[src/rtl/alu_pkg.sv]
// Shared ALU definitions: op codes used by alu_decoder and alu_exec_unit, plus the default datapath width.
package alu_pkg;

  localparam int XLEN_DEFAULT = 32;

  typedef enum logic [3:0] {
    ALU_AND = 4'b0000,
    ALU_OR  = 4'b0001,
    ALU_ADD = 4'b0010,
    ALU_SLL = 4'b0011,
    ALU_SRL = 4'b0100,
    ALU_SRA = 4'b0101,
    ALU_SUB = 4'b0110,
    ALU_SLT = 4'b0111
  } alu_op_e;

  function automatic logic is_shift(alu_op_e op);
    return op inside {ALU_SLL, ALU_SRL, ALU_SRA};
  endfunction

endpackage

[src/rtl/alu_shift_iter.sv]
// Bit-serial shifter: load captures value, amount and shift type; each step moves the value by one bit.
module alu_shift_iter
  import alu_pkg::*;
#(
  parameter  int XLEN    = XLEN_DEFAULT,
  localparam int SHAMT_W = $clog2(XLEN)
) (
  input  logic               clk,
  input  logic               rst_n,
  input  logic               load,
  input  logic               step,
  input  alu_op_e            op,
  input  logic [XLEN-1:0]    value,
  input  logic [SHAMT_W-1:0] amount,
  output logic [XLEN-1:0]    shifted,
  output logic               done
);

  logic [XLEN-1:0]    acc;
  logic [SHAMT_W-1:0] cnt;
  alu_op_e            op_q;

  // NOTE: every signal driven in always_comb gets a default first, so no path leaves it unassigned (no latch).
  always_comb begin
    shifted = acc << 1;
    case (op_q)
      ALU_SRL: shifted = acc >> 1;
      ALU_SRA: shifted = {acc[XLEN-1], acc[XLEN-1:1]};
      default: shifted = acc << 1;
    endcase
  end

  // The step that consumes the last count produces the final value.
  assign done = step && (cnt == SHAMT_W'(1));

  // NOTE: sequential state uses non-blocking assignments so every register samples pre-edge values.
  // NOTE: the accumulator is reset as well so nothing from a discarded operation survives rst_n.
  always_ff @(posedge clk or negedge rst_n) begin
    if (!rst_n) begin
      acc  <= '0;
      cnt  <= '0;
      op_q <= ALU_SLL;
    end else if (load) begin
      acc  <= value;
      cnt  <= amount;
      op_q <= op;
    end else if (step) begin
      acc  <= shifted;
      cnt  <= cnt - SHAMT_W'(1);
    end
  end

endmodule

[src/rtl/alu_exec_unit.sv]
// Multi-cycle execute stage: single-cycle logic/arith ops and bit-serial shifts behind valid/ready handshakes.
module alu_exec_unit
  import alu_pkg::*;
#(
  parameter  int XLEN    = XLEN_DEFAULT,
  localparam int SHAMT_W = $clog2(XLEN)
) (
  input  logic            clk,
  input  logic            rst_n,
  input  logic            in_valid,
  output logic            in_ready,
  input  logic [3:0]      alu_control,
  input  logic [XLEN-1:0] src_a,
  input  logic [XLEN-1:0] src_b,
  output logic            out_valid,
  input  logic            out_ready,
  output logic [XLEN-1:0] result,
  output logic            zero,
  output logic            busy
);

  typedef enum logic [1:0] {
    S_IDLE,
    S_SHIFT,
    S_DONE
  } state_e;

  state_e             state, state_next;
  alu_op_e            op;
  logic [SHAMT_W-1:0] amount;
  logic               accept;
  logic               long_shift;
  logic [XLEN-1:0]    alu_value;
  logic [XLEN-1:0]    shifted;
  logic               shift_done;

  assign op         = alu_op_e'(alu_control);
  assign amount     = src_b[SHAMT_W-1:0];
  assign in_ready   = (state == S_IDLE);
  assign accept     = in_valid && in_ready;
  assign long_shift = is_shift(op) && (amount != '0);
  assign out_valid  = (state == S_DONE);
  assign busy       = (state != S_IDLE);

  // Zero-amount shifts pass src_a straight through; unknown codes fall back to ADD like the decoder.
  always_comb begin
    alu_value = src_a + src_b;
    case (op)
      ALU_AND: alu_value = src_a & src_b;
      ALU_OR:  alu_value = src_a | src_b;
      ALU_SUB: alu_value = src_a - src_b;
      ALU_SLT: alu_value = XLEN'($signed(src_a) < $signed(src_b));
      ALU_SLL, ALU_SRL, ALU_SRA: alu_value = src_a;
      default: alu_value = src_a + src_b;
    endcase
  end

  alu_shift_iter #(.XLEN(XLEN)) u_shift (
    .clk     (clk),
    .rst_n   (rst_n),
    .load    (accept && long_shift),
    .step    (state == S_SHIFT),
    .op      (op),
    .value   (src_a),
    .amount  (amount),
    .shifted (shifted),
    .done    (shift_done)
  );

  always_comb begin
    state_next = state;
    case (state)
      S_IDLE:  if (accept) state_next = long_shift ? S_SHIFT : S_DONE;
      S_SHIFT: if (shift_done) state_next = S_DONE;
      S_DONE:  if (out_ready) state_next = S_IDLE;
      default: state_next = S_IDLE;
    endcase
  end

  always_ff @(posedge clk or negedge rst_n) begin
    if (!rst_n) begin
      state  <= S_IDLE;
      result <= '0;
      zero   <= 1'b0;
    end else begin
      state <= state_next;
      if (accept && !long_shift) begin
        result <= alu_value;
        zero   <= (alu_value == '0);
      end else if (shift_done) begin
        result <= shifted;
        zero   <= (shifted == '0);
      end
    end
  end

endmodule

[config.mk]
export PLATFORM = sky130hd
export DESIGN_NAME = alu_exec_unit
export DESIGN_NICKNAME = d
export VERILOG_FILES = /design/src/rtl/alu_pkg.sv /design/src/rtl/alu_shift_iter.sv /design/src/rtl/alu_exec_unit.sv
export SDC_FILE = /design/constraint.sdc
export NUM_CORES = 1
export LEC_CHECK = 0
export ABC_AREA = 1
export BUFFER_PORTS_ARGS = -buffer_cell sky130_fd_sc_hd__buf_2
export CAP_MARGIN = 20
export CELL_PAD_IN_SITES_DETAIL_PLACEMENT = 0
export CELL_PAD_IN_SITES_GLOBAL_PLACEMENT = 2
export CORE_MARGIN = 8
export CORE_UTILIZATION = 34
export DETAILED_ROUTE_END_ITERATION = 10
export GPL_ROUTABILITY_DRIVEN = 0
export PLACE_DENSITY = 0.93
export SLEW_MARGIN = 25
export SYNTH_ARGS = -nofsm -noshare
export SYNTH_HDL_FRONTEND = slang
export SYNTH_SLANG_ARGS = --single-unit
[constraint.sdc]
create_clock -name clk -period 5.4 [get_ports clk]
set_input_delay 0.54 -clock clk [delete_from_list [all_inputs] [get_ports clk]]
set_output_delay 0.54 -clock clk [all_outputs]
set_load 0.1 [all_outputs]
=== After elaboration in Yosys (flattened, before gate mapping) ===
Cells that the tools add are included.
W data, S select, Z words.

* Register bits after elaboration: 76
* Bits of input ports: 72
* Word-level logic and storage cells: 58

* Add/sub/neg operators: 3
* Order comparisons: 1
* Eq/ne operators: 14
* Multiplexer cells: 15
* Bitwise logic cells: 2
* Reduce and logical (&&, ||, !) cells: 17

{| class="wikitable"
|+ Operators by type and width
! kind !! number
|-
| $pmux W32 S5 || 1
|-
| $mux W32 || 4
|-
| $logic_not A32 Y1 || 2
|-
| $pmux W32 S2 || 1
|-
| $add A32 B32 Y32 || 1
|-
| $and A32 B32 Y32 || 1
|-
| $lt A32 B32 Y1 || 1
|-
| $or A32 B32 Y32 || 1
|-
| $sub A32 B32 Y32 || 1
|-
| $eq A4 B3 Y1 const B || 6
|-
| $mux W5 || 2
|-
| $mux W2 || 4
|-
| $pmux W2 S3 || 1
|-
| $reduce_bool A2 Y1 || 3
|-
| $eq A5 B1 Y1 const B || 1
|-
| $logic_and A1 B1 Y1 || 5
|-
| $reduce_bool A5 Y1 || 1
|-
| $sub A5 B1 Y5 const B || 1
|-
| $eq A4 B1 Y1 const B || 1
|-
| $eq A4 B2 Y1 const B || 1
|-
| $logic_not A4 Y1 || 1
|-
| $ne A2 B1 Y1 const B || 2
|-
| $reduce_and A3 Y1 || 1
|-
| $reduce_bool A3 Y1 || 1
|-
| 7 further kinds || 8
|}

=== Depth between registers and ports, before layout ===
Gate-level depths: netlist of the first run.

* Word-level depth: 6
* Depth in mapped cells: 22

=== Cells and area by module ===
A second synthesis of the first run with hierarchy kept.

* Cells, all modules: 1787
* Area total of the unflattened synthesis: 10802.9 um2

{| class="wikitable"
|+ Modules (own cells, without submodules)
! module !! times used !! cells an instance !! area each (um2) !! sequential area each (um2)
|-
| alu_exec_unit || 1 || 1449 || 8286.7 || 875.8
|-
| alu_shift_iter || 1 || 338 || 2516.2 || 1028.5
|}

=== Worst setup path before layout of the first run ===
Ideal clock, no wire load.

* Path type: flip-flop to flip-flop
* Start point: register state[0]
* End point: register u_shift.acc[19]
* Arrival: 3.671 ns
* Data required time: 5.258 ns
* Path slack: 1.586 ns
* Stages on the path, launching flop included: 8
* Buffers on the path: 1
* Period minus slack after synthesis: 3.814 ns
* Path through: dfrtp_1 > nor2_1 > inv_1 > nor2_1 > nand2_1 > nand2_1 > clkbuf_1 > o221ai_1

* Word-level cells in the longest chain between the ends: 4
* Elaborated cells on any way between the ends: 6

{| class="wikitable"
|+ Ends and longest elaborated chain
! item !! line !! RTL
|-
| from (decl) || alu_exec_unit.sv:28 || <nowiki>state_e state, state_next;</nowiki>
|-
| from (signal assigned) || alu_exec_unit.sv:86 || <nowiki>state <= state_next;</nowiki>
|-
| $logic_not A2 Y1 (*) || alu_exec_unit.sv:39 || <nowiki>assign in_ready = (state == S_IDLE);</nowiki>
|-
| via in_ready || alu_exec_unit.sv:11 || <nowiki>output logic in_ready,</nowiki>
|-
| $logic_and A1 B1 Y1 (*) || alu_exec_unit.sv:40 || <nowiki>assign accept = in_valid && in_ready;</nowiki>
|-
| $logic_and A1 B1 Y1 (*) || alu_exec_unit.sv:61 || <nowiki>.load (accept && long_shift),</nowiki>
|-
| $mux W32 or $reduce_bool A2 Y1 (tied branches) || -- ||
|-
| to (signal assigned) || alu_shift_iter.sv:44 || <nowiki>acc <= value;</nowiki>
|-
| to (signal assigned) || alu_shift_iter.sv:48 || <nowiki>acc <= shifted;</nowiki>
|-
| to (decl) || alu_shift_iter.sv:19 || <nowiki>logic [XLEN-1:0] acc;</nowiki>
|}

Mark *: on every way through the listed nets, which the timed path passes. The rest lies on a longest branch.
A chain may end at the register's enable or synchronous reset.

=== Worst setup path after layout of the first run ===
* Start point: input port alu_control[2]
* End point: register zero

* Word-level cells in the longest chain between the ends: 6
* Elaborated cells on any way between the ends: 16

{| class="wikitable"
|+ Ends and longest elaborated chain
! item !! line !! RTL
|-
| from (decl) || alu_exec_unit.sv:12 || <nowiki>input logic [3:0] alu_control,</nowiki>
|-
| branches (longest 6 deep; another with $pmux W32 S5) || -- ||
|-
| to (signal assigned) || alu_exec_unit.sv:89 || <nowiki>zero <= (alu_value == '0);</nowiki>
|-
| to (signal assigned) || alu_exec_unit.sv:92 || <nowiki>zero <= (shifted == '0);</nowiki>
|-
| to (decl) || alu_exec_unit.sv:18 || <nowiki>output logic zero,</nowiki>
|}

Several ways; the timed one is not identified.

==> impl_metrics.json, run 1 <==
{
  "yosysTopAreaCellShare_pct": 21.7,
  "critPathSlowestCell": "nor2_2",
  "num_vias": 11800,
  "synth_ff_type": "dfrtp_1",
  "critPathKind": "in2reg",
  "grt.total_usage_pct": 22.6,
  "grt_util_met3_pct": 2.82,
  "hold_buffers": 0,
  "multi_input_area_um2": 6830,
  "cp-start-kind": "input port",
  "synth_cell_types": 45,
  "dp_hpwl_mm": 34.9,
  "hold_path.class": "in2async",
  "period_needed_ps": 3260,
  "skew_ps": 8.52,
  "tightest_slew_ps": 1030,
  "final_nets": 2036,
  "first_pass_iters": 6,
  "critPathRequiredTime_ps": 5670,
  "ys_seq_area_share_pct": 18.3,
  "diodes": 0,
  "critPathTopFamily": "simple AND/OR/NAND/NOR gates",
  "synth_cells": 1800,
  "wl_per_cell_um": 18.8,
  "grt_use_met2_pct": 36.0,
  "clock_latency_ps": 340,
  "post-cts-setup-buffer-count": 0,
  "r2r_slack_ps": 2420,
  "power_frac_clock_pct": 13.2,
  "root_buffer": "clkbuf_16",
  "finalWirelength_mm": 42.5,
  "max_cap_viol_count": 0,
  "synthSimpleGateAreaFrac_pct": 37.8,
  "first_iter_violations": 1371,
  "place_area_um2": 11200,
  "final_core_util_pct": 37.8,
  "leakagePower_nw": 6.59,
  "swShare_pct": 59.3,
  "cts_buffer_depth": 2,
  "seqPwrFrac_pct": 22.0,
  "yosysWarnings": 0,
  "drv_slew": 0,
  "ios": 108,
  "synth-compound-area-share_pct": 14.8,
  "ys_ff_latch": 76,
  "synth_mux_area_share_pct": 0,
  "async_reset_ff_share_pct": 100,
  "synth.avg_cell_area_um2": 5.78,
  "path_clk_slew_ps": 60,
  "fin_crit_sh_pct": 60.4,
  "rsz0062_at_grt": "false",
  "ant_nets": 0,
  "design.core.area_um2": 30300,
  "grt.busiest_layer": "met2",
  "internal_power_mw": 1.86,
  "regArea_um2": 1900,
  "arrival_ps": 3530,
  "fillers": 3387,
  "syn_nets": 1972,
  "ctsHtreeMaxLevel": 3,
  "final_cell_area_um2": 11500,
  "grt_max_degree": 77,
  "status": "completed",
  "p_comb_share_pct": 64.8,
  "path_max_fanout": 23,
  "synth_top_area_cell": "nand2_1",
  "die_w_um": 191,
  "synth-xor-area-share_pct": 0.842,
  "drt-vias-per-instance": 5.21,
  "met1_usage_pct": 31.2,
  "remaining_drc_errors": 0,
  "cts_buffers": 9,
  "slowest_delay_ps": 620,
  "initial_core_util_pct": 34.3,
  "die_area_um2": 36400,
  "synth_top_family_by_area": "simple AND/OR/NAND/NOR gates",
  "cts_sinks": 76,
  "finalHoldViolCount": 0,
  "worst_setup_path_end_kind": "register",
  "max_freq_mhz": 307,
  "syn-cell-area_um2": 10400,
  "grt_pass1_vias": 11100,
  "setup_ws_ps": 2140,
  "area_delta_synth_final_pct": 10.5,
  "synthAdderAreaFrac_pct": 12.2,
  "tritoncts": "yes",
  "overflow": 0,
  "grt_pass1_wl_mm": 63.5,
  "p_switching_mw": 2.72,
  "antenna_found_initial": 0,
  "ir_worst_vdd_v": 0.000258,
  "path_cells": "buf_2 -> nor2_1 -> nand3_1 -> nand2_1 -> nand2_1 -> nand2_1 -> inv_1 -> nor2_2 -> buf_4 -> inv_1 -> nand2_1 -> inv_1 -> a21oi_1",
  "ys_top_cells_by_area": "nand2_1, dfrtp_1, inv_1, ha_1, nand3_1",
  "row_count": 64,
  "critPathMostFrequentCell": "nand2_1",
  "fp.dieH_um": 191,
  "synth_edf_count": 0,
  "relSlewSlack_pct": 31.1,
  "tns_ps": 0,
  "drive_gt1_share_pct": 9.47,
  "crit_buf_inv": 5,
  "dpl_worst_slack_ps": 1830,
  "power_density_nw_per_um2": 399,
  "portBuffers": 107,
  "setup_violations": 0,
  "post_cts_resized": 0
}
metal layers:
layer	vias to the layer above	part of all wire, %	routed length (µm)
li1	5795	-	-
met1	5485	45	19200
met2	472	45	18900
met3	58	7.9	3340
met4	0	2.6	1090
met5	-	0	0
power by group through the flow:
stage / logic [mW] / clock network (mW) / registers, mW
floorplan: 1.41 / 0 / 1.81
global placement: 2.95 / 0 / 1.00
detailed placement: 2.94 / 0 / 1.01
CTS: 2.95 / 0.611 / 1.01
global route: 3.20 / 0.634 / 1.03
finish: 2.97 / 0.604 / 1.01
kinds of logic (layout without fill, tap and decap cells):
logic type               Yosys count  count (layout)
AO/OA/AOI/OAI                    241             241
XOR/XNOR                          10              10
adder cells (fa/ha/maj)          100             100
buffers and inverters            425             494
flip-flops                        76              76
AND/OR/NAND/NOR                  948             948
stage by stage:
stage,power (mW),cells,hold slack (ps)
3_5_place_dp,3.95,2249,477
4_1_cts,4.57,2265,387
3_3_place_gp,3.95,2249,465
2_1_floorplan,3.22,1800,244
5_1_grt,4.87,2265,289
6_report,4.58,2265,217
synth_stat cells, drive strengths merged, types with 8 or more instances:
| master | n |
|---|---|
| nand3 | 138 |
| o22ai | 17 |
| nor3 | 12 |
| nor2 | 153 |
| xor2 | 8 |
| o21ai | 65 |
| a221oi | 12 |
| o221ai | 45 |
| inv | 360 |
| clkbuf | 24 |
| ha | 98 |
| nand2 | 612 |
| nand4 | 23 |
| o211ai | 22 |
| buf | 38 |
| a21oi | 68 |
| dfrtp | 74 |
cells in the final DEF, fill, tap and decap left out, types with 8 or more instances in the layout:
cell type,Yosys,final
inv_2,9,9
nand3_1,137,137
nor2_2,16,17
nor3_1,11,11
o221ai_1,45,45
buf_2,25,106
nand2_1,601,601
nand2_2,11,11
dfrtp_1,74,74
o21ai_0,62,61
xor2_1,8,8
buf_4,5,8
o22ai_1,17,17
clkbuf_16,0,9
ha_1,98,98
o211ai_1,22,22
a221oi_1,12,12
nor2_1,137,136
inv_1,351,351
nand4_1,23,23
a21oi_1,65,65
final cells by class:
type                            count  area share (%)
Clock inverter                      5           0.458
Multi-Input combinational cell   1299            59.4
Sequential cell                    76            16.6
Inverter                          363            11.9
Timing Repair Buffer              115            5.24
Tap cell                          396            4.31
Clock buffer                       11            2.11
registers in the layout, indices dropped and copies added (netlist names):
register      flops
u_shift.cnt       5
state             2
result           32
zero              1
u_shift.op_q      4
u_shift.acc      32
path summary, 6_finish.rpt:
path | start | end | cells past startpoint
setup reg to reg | state[0]$_DFFE_PN0P_ | zero$_DFFE_PN0P_ | 11
min in group clk | out_ready | state[1]$_DFFE_PN0P_ | 2
hold / removal | rst_n | u_shift.cnt[1]$_DFFE_PN0P_ | 1
setup / recovery | alu_control[2] | zero$_DFFE_PN0P_ | 13
hold reg to reg | result[2]$_DFFE_PN0P_ | result[2]$_DFFE_PN0P_ | 2
max in group asynchronous | rst_n | result[27]$_DFFE_PN0P_ | 1
worst register-to-register path, delay by kind of cell, from the launching register on:
| family | cells | cell delay [ps] |
|---|---|---|
| compound gates | 1 | 120 |
| buf+inv | 5 | 1120 |
| flops | 1 | 380 |
| simple gates | 5 | 1290 |
(Power assumes the default switching activity.)
==> inputs of run 2 (changes only) <==
- ABC_AREA: 1 -> 0
- CORE_UTILIZATION: 34 -> 35
- PLACE_DENSITY: 0.93 -> 0.88
- clock period: 5.4 -> 3 ns (I/O delays scaled with it)
==> run 2 against run 1 <==
- the flow now finishes with violations (hold timing, setup timing)
- clock-buffer cell count fell by 2
- critical endpoint unchanged
- register-to-register slack got worse by 1900 ps
- largest power group unchanged
- highest routed layer unchanged
- final area rose by 24%
- core utilization rose by 15 points
- hold slack got worse by 240 ps
- via count barely moved
- global-route usage rose by 1.2 points
- sequential share of layout area fell by 3.2 points
- non-clock buffer count rose by 405
- die area fell by 11%
- clock skew rose by 2.2 ps
- setup slack got worse by 2600 ps
==> impl_metrics.json, run 2 <==
{
  "ios": 108,
  "skew_ps": 10.8,
  "grt_pass1_vias": 11500,
  "dpl_worst_slack_ps": -1000,
  "r2r-start": "u_shift.op_q[3]$_DFFE_PN0P_",
  "design.core.area_um2": 26700,
  "place_area_um2": 13200,
  "synth_cells": 1267,
  "drt-vias-per-instance": 5.74,
  "path_max_fanout": 3,
  "ys_ff_latch": 76,
  "ant_nets": 0,
  "setup_violations": 2,
  "async_reset_ff_share_pct": 100,
  "swShare_pct": 54.5,
  "arrival_ps": 3700,
  "cts_buffer_depth": 2,
  "antenna_found_initial": 0,
  "syn-cell-area_um2": 9460,
  "initial_core_util_pct": 35.4,
  "synth_commonest_cells": "nand2_1, o21ai_0, inv_1, ha_1, nor2_1",
  "diodes": 0,
  "yosysTopAreaCellShare_pct": 19.6,
  "rsz0062_at_grt": "true",
  "max_cap_viol_count": 0,
  "drv_slew": 0,
  "fp.dieH_um": 180,
  "ctsHtreeMaxLevel": 3,
  "area_delta_synth_final_pct": 50.5,
  "wl_per_cell_um": 19.9,
  "internal_power_mw": 3.92,
  "overflow": 0,
  "ir_worst_vdd_v": 0.000596,
  "synth_ff_type": "dfrtp_1",
  "grt_max_degree": 77,
  "setup_ws_ps": -462,
  "p_switching_mw": 4.70,
  "finalPower_mw": 8.62,
  "clock_latency_ps": 340,
  "hold_path.class": "in2async",
  "final_cell_area_um2": 14200,
  "dp_hpwl_mm": 33.0,
  "root_buffer": "clkbuf_16",
  "relSlewSlack_pct": 40.9,
  "drive_gt1_share_pct": 38.3,
  "grt.total_usage_pct": 23.8,
  "power_density_nw_per_um2": 606,
  "power_frac_clock_pct": 11.8,
  "cts_buffers": 9,
  "startpoint": "src_a[0]",
  "final_common_cell": "buf_4",
  "final_core_util_pct": 53.3,
  "tns_ps": -552,
  "place_inst": 2022,
  "row_count": 60,
  "final_nets": 1884,
  "synth_top_area_cell": "dfrtp_1",
  "yosysWarnings": 0,
  "finalHoldViolCount": 18,
  "fin_cells": 2058,
  "status": "finished with violations",
  "seqPwrFrac_pct": 21.7,
  "ys_seq_area_share_pct": 20.1,
  "remaining_drc_errors": 0,
  "fin_crit_sh_pct": 115,
  "hold_ws_ps": -18.9,
  "grt_pass1_wl_mm": 62.8,
  "die_area_um2": 32600,
  "violations": "hold timing, setup timing",
  "cp-start-kind": "input port",
  "hold_buffers": 0,
  "period_needed_ps": 3460,
  "path_clk_slew_ps": 70,
  "synth_cell_types": 88,
  "r2r_slack_ps": 550,
  "worst_setup_path_end_kind": "register",
  "max_freq_mhz": 289,
  "p_comb_share_pct": 66.5,
  "final_cell_mix": "buf_4, nand2_1, o21ai_0, buf_2, inv_1",
  "top_regs": "result: 32 flops, u_shift.acc: 32 flops, u_shift.cnt: 5 flops",
  "die_w_um": 180,
  "portBuffers": 107,
  "finalWirelength_mm": 40.9,
  "ys_top_cells_by_area": "dfrtp_1, ha_1, o21ai_0, nand2_1, a21oi_1",
  "syn_nets": 1439,
  "first_iter_violations": 1181,
  "synth.avg_cell_area_um2": 7.47,
  "cts_sinks": 76,
  "synth_edf_count": 0,
  "num_vias": 11800,
  "critPathRequiredTime_ps": 3240,
  "leakagePower_nw": 6.70,
  "tightest_slew_ps": 880,
  "synth_most_common_cell": "nand2_1",
  "critPathKind": "in2reg",
  "first_pass_iters": 6,
  "tritoncts": "yes"
}
==> run 2: cell count changes after synthesis, moves of 33 or more <==
cell,previous run,this run
clkbuf_1,20,64
inv_1,351,101
mux2i_1,0,33
nand2_1,601,148
nand3_1,137,27
nor2_1,137,89
o21ai_0,62,111
==> run 2: routing by layer <==
layer,part of all wire [%],wire [µm],global-route usage (%),vias to the layer above
met5,0,0,0,-
li1,-,-,-,5614
met3,7.0,2880,3.63,85
met4,3.6,1490,8.63,0
met2,44,17800,36.8,479
met1,46,18700,33.0,5639
==> run 2: worst paths after layout <==
kind | endpoint | cells past startpoint
hold reg to reg | u_shift.op_q[0]$_DFFE_PN1P_ | 2
setup reg to reg | zero$_DFFE_PN0P_ | 8
hold / removal | u_shift.acc[5]$_DFFE_PN0P_ | 1
setup / recovery | zero$_DFFE_PN0P_ | 17
max in group asynchronous | state[1]$_DFFE_PN0P_ | 1
min in group clk | state[1]$_DFFE_PN0P_ | 3
==> run 2: logic make-up (layout without fill, tap and decap cells) <==
logic type / after synthesis / in the layout / synth area share, %
XOR/XNOR: 5 / 5 / 0.463
AND/OR/NAND/NOR: 426 / 426 / 21.9
multiplexers: 34 / 34 / 3.61
AO/OA/AOI/OAI: 438 / 438 / 32.8
flip-flops: 76 / 76 / 20.1
buffers and inverters: 188 / 638 / 7.72
adder cells (fa/ha/maj): 100 / 100 / 13.4
==> run 2: power groups by stage <==
stage | clock network, mW | registers [mW] | logic (mW)
after floorplan | 0 | 3.26 | 2.27
after global placement | 0 | 1.87 | 5.40
after detailed placement | 0 | 1.88 | 5.48
after CTS | 1.04 | 1.87 | 5.56
after global routing | 1.07 | 1.93 | 6.11
final | 1.02 | 1.87 | 5.73
==> run 2: timing repair <==
| item | in CTS | in global routing |
|---|---|---|
| resized for setup | 41 | 88 |
| hold endpoints to repair | 0 | 0 |
| setup endpoints to repair | 7 | 10 |
| setup buffers | 12 | 8 |
| pin swaps | 28 | 28 |
==> run 2: layout make-up <==
| type | instances | area, µm² |
|---|---|---|
| fill | 2574 | 12500 |
| multi-input combinational | 1003 | 7410 |
| timing repair buffer | 520 | 3830 |
| sequential | 76 | 1900 |
| tap | 341 | 427 |
| inverter | 102 | 388 |
| clock buffer | 9 | 225 |
| clock inverter | 7 | 57.6 |
==> run 2: worst max-delay path: stages <==
cell and delay, ps:
buf_12 100, inv_6 30, ha_4 150, fa_2 350, o21bai_1 180, nand3_1 140, buf_4 160, a2111o_1 420
and2_4 170, a311oi_1 300, a41oi_1 140, nor4_1 240, buf_4 160, o2111ai_1 150, nor4_2 290, nand3_1 170
o32ai_2 250
